--- src/rtl/arb_pkg.sv ---
// Shared definitions for the round-robin grant arbiter: FSM encoding and pointer helper.
package arb_pkg;

    typedef enum logic [1:0] {
        IDLE  = 2'd0,
        GRANT = 2'd1,
        PARK  = 2'd2
    } arb_state_e;

    function automatic int unsigned rr_next(input int unsigned ptr, input int unsigned n);
        return (ptr + 1 >= n) ? 0 : ptr + 1;
    endfunction

endpackage

--- src/rtl/rr_pick.sv ---
// Combinational round-robin picker: first set request at or above ptr, wrapping modulo NUM_REQ.
module rr_pick #(
    parameter int unsigned NUM_REQ = 4,
    parameter int unsigned IDX_W   = $clog2(NUM_REQ)
) (
    input  logic [NUM_REQ-1:0] req,
    input  logic [IDX_W-1:0]   ptr,
    output logic               found,
    output logic [IDX_W-1:0]   idx
);

    localparam logic [IDX_W:0] NumReqW = (IDX_W + 1)'(NUM_REQ);

    logic [NUM_REQ-1:0] req_rot;
    logic [IDX_W-1:0]   enc;
    logic [IDX_W:0]     sum;

    // Rotate so ptr lands at bit 0, then the lowest set bit is the winner.
    assign req_rot = NUM_REQ'({req, req} >> ptr);

    always_comb begin
        enc = '0;
        for (int i = NUM_REQ - 1; i >= 0; i--) begin
            if (req_rot[i]) begin
                enc = IDX_W'(i);
            end
        end
    end

    assign found = |req_rot;
    assign sum   = {1'b0, enc} + {1'b0, ptr};
    assign idx   = (sum >= NumReqW) ? IDX_W'(sum - NumReqW) : sum[IDX_W-1:0];

endmodule

--- src/rtl/rr_grant_arbiter.sv ---
// Round-robin arbiter with registered one-hot grants and one idle cycle between grants.
// Define ARB_TIMEOUT_EN to force release after MAX_HOLD cycles of continuous ownership.
module rr_grant_arbiter
    import arb_pkg::*;
#(
    parameter int unsigned NUM_REQ  = 4,
    parameter int unsigned MAX_HOLD = 16
) (
    input  logic                       clock,
    input  logic                       reset_n,
    input  logic [NUM_REQ-1:0]         req,
    output logic [NUM_REQ-1:0]         gnt,
    output logic [$clog2(NUM_REQ)-1:0] gnt_id,
    output logic                       busy,
    output logic                       timeout
);

    localparam int unsigned IdxW = $clog2(NUM_REQ);

    if (NUM_REQ < 2 || NUM_REQ > 16) begin : g_bad_num_req
        $error("rr_grant_arbiter: NUM_REQ must be in 2..16");
    end
    if (MAX_HOLD < 2) begin : g_bad_max_hold
        $error("rr_grant_arbiter: MAX_HOLD must be >= 2");
    end

    arb_state_e         state_q, state_d;
    logic [NUM_REQ-1:0] gnt_q, gnt_d;
    logic [IdxW-1:0]    gnt_id_q, gnt_id_d;
    logic [IdxW-1:0]    ptr_q, ptr_d;
    logic               pick_found;
    logic [IdxW-1:0]    pick_idx;

`ifdef ARB_TIMEOUT_EN
    localparam int unsigned HoldW = $clog2(MAX_HOLD);
    localparam logic [HoldW-1:0] HoldMax = HoldW'(MAX_HOLD - 1);

    logic [HoldW-1:0] hold_q, hold_d;
    logic             timeout_q, timeout_d;
`endif

    rr_pick #(
        .NUM_REQ (NUM_REQ),
        .IDX_W   (IdxW)
    ) u_pick (
        .req   (req),
        .ptr   (ptr_q),
        .found (pick_found),
        .idx   (pick_idx)
    );

    always_comb begin
        state_d  = state_q;
        gnt_d    = gnt_q;
        gnt_id_d = gnt_id_q;
        ptr_d    = ptr_q;
`ifdef ARB_TIMEOUT_EN
        hold_d    = hold_q;
        timeout_d = 1'b0;
`endif
        case (state_q)
            // ptr already points past the previous owner when PARK is entered.
            IDLE, PARK: begin
                if (pick_found) begin
                    state_d  = GRANT;
                    gnt_d    = NUM_REQ'(1) << pick_idx;
                    gnt_id_d = pick_idx;
`ifdef ARB_TIMEOUT_EN
                    hold_d   = '0;
`endif
                end else begin
                    state_d = IDLE;
                    gnt_d   = '0;
                end
            end
            GRANT: begin
`ifdef ARB_TIMEOUT_EN
                hold_d = (hold_q == HoldMax) ? hold_q : hold_q + 1'b1;
`endif
                if (!req[gnt_id_q]) begin
                    state_d = PARK;
                    gnt_d   = '0;
                    ptr_d   = IdxW'(rr_next(32'(gnt_id_q), NUM_REQ));
                end
`ifdef ARB_TIMEOUT_EN
                else if (hold_q == HoldMax) begin
                    state_d   = PARK;
                    gnt_d     = '0;
                    ptr_d     = IdxW'(rr_next(32'(gnt_id_q), NUM_REQ));
                    timeout_d = 1'b1;
                end
`endif
            end
            default: begin
                state_d = IDLE;
                gnt_d   = '0;
            end
        endcase
    end

    always_ff @(posedge clock or negedge reset_n) begin
        if (!reset_n) begin
            state_q   <= IDLE;
            gnt_q     <= '0;
            gnt_id_q  <= '0;
            ptr_q     <= '0;
`ifdef ARB_TIMEOUT_EN
            hold_q    <= '0;
            timeout_q <= 1'b0;
`endif
        end else begin
            state_q   <= state_d;
            gnt_q     <= gnt_d;
            gnt_id_q  <= gnt_id_d;
            ptr_q     <= ptr_d;
`ifdef ARB_TIMEOUT_EN
            hold_q    <= hold_d;
            timeout_q <= timeout_d;
`endif
        end
    end

    assign gnt    = gnt_q;
    assign gnt_id = gnt_id_q;
    assign busy   = |gnt_q;
`ifdef ARB_TIMEOUT_EN
    assign timeout = timeout_q;
`else
    assign timeout = 1'b0;
`endif

endmodule

--- config.mk ---
export PLATFORM = sky130hd
export DESIGN_NAME = rr_grant_arbiter
export DESIGN_NICKNAME = d
export VERILOG_FILES = /design/src/rtl/arb_pkg.sv /design/src/rtl/rr_pick.sv /design/src/rtl/rr_grant_arbiter.sv
export SDC_FILE = /design/constraint.sdc
export NUM_CORES = 1
export LEC_CHECK = 0
export ABC_AREA = 1
export BUFFER_PORTS_ARGS = -buffer_cell sky130_fd_sc_hd__buf_2
export CORE_MARGIN = 4
export CORE_UTILIZATION = 45
export DETAILED_ROUTE_END_ITERATION = 7
export PLACE_DENSITY = 0.71
export SETUP_SLACK_MARGIN = 0.4
export SLEW_MARGIN = 40
export SYNTH_ARGS = -nofsm -noshare
export SYNTH_HDL_FRONTEND = slang
export SYNTH_SLANG_ARGS = --single-unit
--- constraint.sdc ---
create_clock -name clock -period 1.84 [get_ports clock]
set_input_delay 0.552 -clock clock [delete_from_list [all_inputs] [get_ports clock]]
set_output_delay 0.552 -clock clock [all_outputs]
set_load 0.02 [all_outputs]
; Word level (Yosys, flattened, before mapping)
; Index checks and enable logic that the tools add are counted.
[word_totals]
wordCells = 36
out_inout_bits = 8
ff_bits = 10
[op_classes]
n_lt_le_gt_ge = 3
mux = 14
n_shift = 2
n_bitwise = 1
eq_ne = 3
n_reduce_logical = 6
addsub = 3
[ops]
columns = op, n
row1 = 2-bit 2-to-1 mux, 7
row2 = 4-bit 2-to-1 mux, 2
row3 = 4-bit case mux with 2 select lines, 1
row4 = 4-bit OR reduction, 2
row5 = 8-bit by 2-bit >> shifter with 4-bit output, 1
row6 = 3-bit >= comparator (second input constant), 2
row7 = 2-bit case mux with 2 select lines, 1
row8 = 2-bit AND reduction, 2
row9 = 1-bit by 2-bit << shifter with 4-bit output (first input constant), 1
row10 = 2-bit by 1-bit adder with 3-bit output (second input constant), 1
row11 = 2-bit by 2-bit adder with 3-bit output, 1
row12 = 2-bit by 3-bit less-than comparator with 1-bit output (second input constant), 1
row13 = 1-bit binary-select mux with 2-bit select, 1
row14 = 2-bit by 1-bit equality test with 1-bit output (second input constant), 1
row15 = 2-bit equality test (second input constant), 1
row16 = 2-bit zero test, 1
row17 = 1-bit 2-to-1 mux, 2
row18 = 2-bit != test (second input constant), 1
row19 = 2-bit OR reduction, 1
row20 = 2-bit by 1-bit subtractor with 2-bit output (second input constant), 1
row21 = 1-bit inverter, 1

; Logic depth before layout (Yosys ltp)
; Gate-level depths: netlist (run 1).
[logic_depth]
ltp_word = 11
ltp_mapped = 13

; Cells and area by module
; A second synthesis (run 1) with hierarchy kept.
[hier_totals]
cells_unflattened = 93
hier_area_um2 = 665.6
[by_module_without_submodules]
columns = mod, instances, area_per_inst_um2, cells_each
row1 = rr_grant_arbiter, 1, 500.5, 58
row2 = rr_pick, 1, 165.2, 35

; Worst setup path after synthesis (run 1)
; OpenSTA, ideal clock, no wires.
[synth_timing]
path_type = input -> register
startpoint = input port req[1]
endpoint = register gnt_q[3], in the netlist gnt[3]
required_ns = 1.723
n_path_buf = 0
slack_ns = 0.081
setup_time_ns = 0.117
t_arrival_ns = 1.641
path_stages = 12
cell_sequence = nand2_1 nand3_1 nand2_1 nand3_1 a21boi_0 ha_1 xor2_1 inv_1 nand3_1 nand2_2 nand3_1 nand2_1
[synth_between]
elab_chain_len = 11
word_cells_on_any_way = 16
[synth_rtl]
columns = element, line
row1 = from (decl), rr_grant_arbiter.sv:11  ; input logic [NUM_REQ-1:0] req,
row2 = 8-bit by 2-bit >> shifter with 4-bit output, rr_pick.sv:19  ; assign req_rot = NUM_REQ'({req, req} >> ptr);
row3 = 2-bit 2-to-1 mux (4 in a row), rr_pick.sv:24  ; if (req_rot[i]) begin
row4 = 2-bit by 2-bit adder with 3-bit output, rr_pick.sv:31  ; assign sum = {1'b0, enc} + {1'b0, ptr};
row5 = 3-bit >= comparator or 2-bit by 1-bit subtractor with 2-bit output (tied branches), rr_pick.sv:32  ; assign idx = (sum >= NumReqW) ? IDX_W'(sum - NumReqW) : sum[IDX_W-1:0];
row6 = 2-bit 2-to-1 mux, rr_pick.sv:32
row7 = 1-bit by 2-bit << shifter with 4-bit output, rr_grant_arbiter.sv:66  ; gnt_d = NUM_REQ'(1) << pick_idx;
row8 = 4-bit 2-to-1 mux, rr_grant_arbiter.sv:64  ; if (pick_found) begin
row9 = 4-bit case mux with 2 select lines, rr_grant_arbiter.sv:61  ; case (state_q)
row10 = to (signal assigned), rr_grant_arbiter.sv:113  ; gnt_q <= gnt_d;
row11 = to (decl), rr_grant_arbiter.sv:28  ; logic [NUM_REQ-1:0] gnt_q, gnt_d;
; Parallel ways exist; a longest one is shown, timed or not. The select of a mux whose other input is x is not followed.
; A chain may end at the register's enable or synchronous reset.

; Worst setup path in the final report (run 1)
[layout_timing]
startpoint = register gnt_q[2], in the netlist gnt[2]
endpoint = output port busy
[layout_between]
elab_chain_len = 1
[layout_rtl]
columns = element, line
row1 = 4-bit OR reduction, rr_grant_arbiter.sv:125  ; assign busy = |gnt_q;
row2 = to (decl), rr_grant_arbiter.sv:14  ; output logic busy,
; Every way passes these cells.

==> flow_summary.json, run 1 <==
{
  "status": "complete, but fails checks",
  "violations": "negative setup slack",
  "clk_pin_slew_worst_paths_ns": 0.07,
  "final_hold_viol_count": 0,
  "synth_cells": 89,
  "totalWireLength_mm": 1.86,
  "synth.most_common_cell": "nand2_1",
  "synth_xor_area_share_pct": 1.41,
  "grt_pass1_wl_mm": 3.20,
  "drive_gt1_share_pct": 64.8,
  "layout.area.seq_um2": 254,
  "whs_ns": 0.138,
  "multi_input_area_um2": 490,
  "syn_area_um2": 622,
  "arrival_ns": 1.34,
  "fmax_mhz": 528,
  "ys_warn_count": 0,
  "dieArea_um2": 2040,
  "core_area_um2": 1300,
  "yosysTopAreaCellShare_pct": 40.2,
  "clock_latency_ns": 0.26,
  "endpoint_kind": "primary output",
  "ys_types": 16,
  "numClockSinks": 10,
  "cts_tree": "done",
  "r2r-start": "ptr_q[0]",
  "drc": 0,
  "portBuffers": 12,
  "leakage_nw": 0.600,
  "grt_pass1_vias": 692,
  "cp_data_required_time_ns": 1.29,
  "vias": 724,
  "clk_path_buf_depth": 2,
  "antenna_left": 0,
  "async_flop_share_pct": 100,
  "hp-class": "in2async",
  "hold_buffers": 0,
  "max-cap-violations": 0,
  "ir_worst_vdd_v": 0.00130,
  "synth_commonest_cells": "nand2_1, nand3_1, dfrtp_1, inv_1, inv_2",
  "final_max_slew_viol_count": 0,
  "fin_cells": 140,
  "total_power_mw": 2.38,
  "cp-start-kind": "register",
  "nFillCells": 87,
  "grt-ovfl-total": 0,
  "ys_ff_latch": 10,
  "slowest_delay_ns": 0.53,
  "first_pass_iters": 4,
  "fin_worst_skew_ns": 0.00142,
  "yosys-mux-area-fraction_pct": 0,
  "synth.area.top_cells": "dfrtp_1, nand2_1, nand3_1",
  "period_needed_ns": 1.89,
  "via_per_inst": 5.17,
  "syn2layout_area_growth_pct": 76.7,
  "pwr_density_cell_nw_per_um2": 2170,
  "synthSimpleGateAreaFrac_pct": 38.2,
  "critPathKind": "reg2out",
  "numCtsBuffers": 3,
  "syn_nets": 97,
  "synth_ff_type": "dfrtp_1",
  "place_area_um2": 840,
  "cp-startpoint": "gnt[2]",
  "row_count": 13,
  "grt_antenna_before_repair": 0,
  "drtIter0Drc": 15,
  "die_w_um": 45.2,
  "synth_compound_area_share_pct": 6.44,
  "gp_congestion": 0.822,
  "avgSynthCellArea_um2": 6.99,
  "setup_tns_ns": -0.0522,
  "path_cells": "or4_4 > buf_6",
  "synth_adder_area_share_pct": 4.02,
  "grt_max_degree": 11,
  "post_drt_wl_per_cell_um": 13.3,
  "io_pins": 14,
  "placed_cells": 123,
  "fin_crit_sh_pct": 103,
  "synth_top_family_by_area": "simple AND/OR/NAND/NOR gates",
  "h-tree-depth": 1,
  "die_y_um": 45.2,
  "stdcell_area_um2": 1100,
  "final_core_utilization_pct": 84.4,
  "grt_util_all_layers_pct": 21.0,
  "clock-root-buffer": "clkbuf_4",
  "synth_top_cell_by_area": "dfrtp_1",
  "rsz0062_at_grt": "true",
  "nets": 134,
  "initial_core_util_pct": 47.8,
  "cp_max_fo": 3,
  "ys_seq_area_share_pct": 40.2,
  "fin_ws_ns": -0.0522,
  "synth_edf_count": 0,
  "diodes": 0,
  "dp_hpwl_mm": 1.12,
  "post-place-ws_ns": -0.212,
  "setup_viol": 1,
  "slowest_stage": "or4_4"
}
final timing paths:
check / end / slack (ns) / depth (start not counted)
worst max-delay path: busy / -0.05 / 2
worst min-delay path: ptr_q[0] / 0.14 / 1
worst max register to register: gnt_id[1] / 0.04 / 13
worst min register to register: gnt[3] / 0.53 / 2
max in group asynchronous: gnt[2] / 1.50 / 1
min in group clock: gnt[3] / 0.53 / 2
cells by family (layout without fill, tap and decap cells):
| logic type | count (synthesis) | after routing |
|---|---|---|
| and+or+nand+nor | 54 | 54 |
| buffers and inverters | 14 | 50 |
| DFF | 10 | 10 |
| AOI/OAI and AO/OA | 7 | 7 |
| adders and majority gates | 2 | 2 |
| other | 1 | 1 |
| xor gates and xnor gates | 1 | 1 |
per-layer routing:
layer,track usage (%),part of all wire [%],vias to the layer above,wire [um]
li1,-,-,355,-
met4,3.51,0,0,0
met5,0,0,-,0
met1,29.3,44,358,810
met2,35.3,55,11,1020
met3,2.39,1.8,0,33
critical path: cells and delay by family, from the launching register on:
kind	cells	cell delay (ns)
buffers and inverters	1	0.15
flip-flops	1	0.41
AND/OR/NAND/NOR	1	0.53
layout by cell type, fill, tap and decap left out, types with 3 or more instances in the layout:
master and instances:
buf_2 11, buf_4 16, buf_6 6, clkbuf_4 3
dfrtp_1 7, dfrtp_2 3, inv_1 7, inv_2 4
nand2_1 20, nand2_2 8, nand2_4 5, nand3_1 3
nand3_2 14
sequential cells by signal, indices dropped and copies added (netlist names):
register  flops
gnt           4
gnt_id        2
ptr_q         2
state_q       2
what timing repair did:
action	CTS	global route
pin swaps	13	2
buffers inserted	7	6
resized for setup	31	2
setup endpoints to repair	7	11
power breakdown:
| group | total (mW) | leakage (nW) | switching, mW | internal (mW) |
|---|---|---|---|---|
| Clock | 0.194 | 0.0210 | 0.0738 | 0.120 |
| Sequential | 0.408 | 0.124 | 0.0897 | 0.319 |
| Combinational | 1.78 | 0.455 | 0.983 | 0.798 |
area by class of cell:
class	instances	share of cell area (%)
inverter	13	5.13
tap	15	1.71
sequential	10	23.1
clock buffer	4	3.30
multi-input combinational	65	44.6
timing repair buffer	33	22.1
Note: power is estimated with default switching activity, not from simulation.
==> run 2, diff against run 1 <==
Settings changed: PLACE_DENSITY 0.71 to 0.8.
==> run 2 against run 1 <==
Register-to-register slack got worse by 0.18 ns. The run still ends with negative setup slack left. Sequential power decreased by 5%. Cell area is 5.4% lower. Total power down 6.6%. Clock power barely moved. Largest power group unchanged. Largest cell class unchanged. Cell count fell by 5.7%. Critical endpoint is now gnt[2].
==> flow_summary.json, run 2 (synthesis results as in run 1) <==
{
  "status": "complete, but fails checks",
  "violations": "negative setup slack",
  "fmax_mhz": 505,
  "p_seq_share_pct": 17.5,
  "slowest_delay_ns": 0.46,
  "whs_ns": 0.131,
  "leakage_nw": 0.551,
  "placed_cells": 119,
  "fin_cells": 132,
  "slowest_stage": "dfrtp_2",
  "cp_data_required_time_ns": 1.98,
  "fin_worst_skew_ns": 0.0101,
  "cts_tree": "done",
  "endpoint_kind": "register",
  "grt_pass1_vias": 655,
  "nets": 126,
  "switching_share_pct": 50.1,
  "portBuffers": 12,
  "final_common_cell": "nand2_1",
  "drc": 0,
  "die_y_um": 45.2,
  "hp-class": "in2async",
  "setup_viol": 6,
  "crit_family": "simple AND/OR/NAND/NOR gates",
  "final_core_utilization_pct": 79.9,
  "cp_num_buf_inv": 2,
  "core_area_um2": 1300,
  "grt_max_degree": 11,
  "cp_max_fo": 6,
  "final_hold_viol_count": 0,
  "max-cap-violations": 0,
  "numClockSinks": 10,
  "diodes": 0,
  "arrival_ns": 2.12,
  "fin_ws_ns": -0.140,
  "p_clk_share_pct": 8.8,
  "ir_worst_vdd_v": 0.00124,
  "vias": 687,
  "via_per_inst": 5.20,
  "numCtsBuffers": 3,
  "drtIter0Drc": 27,
  "pwr-share-comb_pct": 73.7,
  "p_sw_mw": 1.12,
  "clock-root-buffer": "clkbuf_4",
  "io_pins": 14,
  "p_int_mw": 1.11,
  "h-tree-depth": 1,
  "first_pass_iters": 4,
  "period_needed_ns": 1.98,
  "critPathKind": "reg2reg",
  "antenna_left": 0,
  "post_drt_wl_per_cell_um": 15.4,
  "dieArea_um2": 2040,
  "gp_congestion": 0.885,
  "mostFrequentLayoutCells": "nand2_1, nand3_2, buf_4, buf_2",
  "die_w_um": 45.2,
  "initial_core_util_pct": 47.8,
  "grt_pass1_wl_mm": 2.62,
  "syn2layout_area_growth_pct": 67.2,
  "fin_crit_sh_pct": 108,
  "clk_pin_slew_worst_paths_ns": 0.07,
  "pwr_density_cell_nw_per_um2": 2140,
  "totalWireLength_mm": 2.03,
  "grt-ovfl-total": 0,
  "clk_path_buf_depth": 2,
  "path_cells": "buf_4 > nand2_4 > nand3_1 > nand2_1 > a21boi_2 > ha_4 > xor2_2 > inv_1 > nand3_2 > nand2_4 > nand3_2 > nand2_1",
  "rsz0062_at_grt": "true",
  "cp-start-kind": "register",
  "drive_gt1_share_pct": 58.1,
  "clock_latency_ns": 0.27,
  "row_count": 13,
  "grt_antenna_before_repair": 0,
  "final_max_slew_viol_count": 0,
  "dp_hpwl_mm": 1.11,
  "largest_register_ffs": 4,
  "grt_util_all_layers_pct": 17.7
}
[run 2: changes by cell type in the layout (fill, tap and decap cells not counted), moves of 2 or more]
cell,previous run,this run
nand3_2,14,11
buf_4,16,10
nand3_1,3,5
buf_2,11,9
[run 2: repair_timing]
item	in CTS	in global routing
buffers inserted	4	5
gates resized for setup	18	14
pin swaps	10	9
endpoints found under the hold margin	0	0
endpoints found under the setup margin	8	9
hold buffers	0	0
[run 2: layer usage]
metal / track usage [%] / share of wire (%) / wire length (um)
met2: 29.7 / 57 / 1160
met5: 0 / 0 / 0
met1: 20.5 / 39 / 782
met4: 13.5 / 1.1 / 23
met3: 1.59 / 3.0 / 60
[run 2: worst paths after layout]
| check | endpoint | startpoint | slack, ns | cells past startpoint |
|---|---|---|---|---|
| setup / recovery | gnt[2] | ptr_q[0] | -0.14 | 12 |
| min in group clock | gnt[3] | gnt[3] | 0.51 | 2 |
| max in group asynchronous | gnt[2] | reset_n | 1.49 | 1 |
| hold / removal | ptr_q[1] | reset_n | 0.13 | 1 |
| setup reg to reg | gnt[2] | ptr_q[0] | -0.14 | 12 |
| hold reg to reg | gnt[3] | gnt[3] | 0.51 | 2 |
[run 2: worst register-to-register path: stages, from the launching register on]
cell and delay (ns):
dfrtp_2 0.46, buf_4 0.16, nand2_4 0.07, nand3_1 0.11, nand2_1 0.12, a21boi_2 0.21, ha_4 0.16, xor2_2 0.16
inv_1 0.10, nand3_2 0.10, nand2_4 0.08, nand3_2 0.07, nand2_1 0.06
[run 2: stage by stage]
step / TNS (ns) / power (mW) / instance area, um^2 / worst slack (ns)
CTS: -0.0466 / 1.96 / 950 / -0.0466
floorplan: 0 / 1.24 / 708 / 0.115
global route: -1.23 / 2.39 / 1040 / -0.255
finish: -0.597 / 2.23 / 1040 / -0.140
detailed placement: -1.12 / 1.54 / 810 / -0.258
global placement: -0.599 / 1.50 / 810 / -0.150
[run 2: final cells by class]
cell class                      count  area (um^2)
Multi-Input combinational cell     65          487
Sequential cell                    10          254
Inverter                           13         56.3
Fill cell                          77          262
Clock buffer                        4         36.3
Tap cell                           15         18.8
Timing Repair Buffer               25          188
[run 2: power groups by stage]
stage / clock network [mW] / registers [mW] / logic, mW
3_3_place_gp: 0 / 0.408 / 1.09
6_report: 0.196 / 0.389 / 1.64
5_1_grt: 0.205 / 0.405 / 1.78
2_1_floorplan: 0 / 0.453 / 0.792
4_1_cts: 0.199 / 0.389 / 1.37
3_5_place_dp: 0 / 0.412 / 1.13
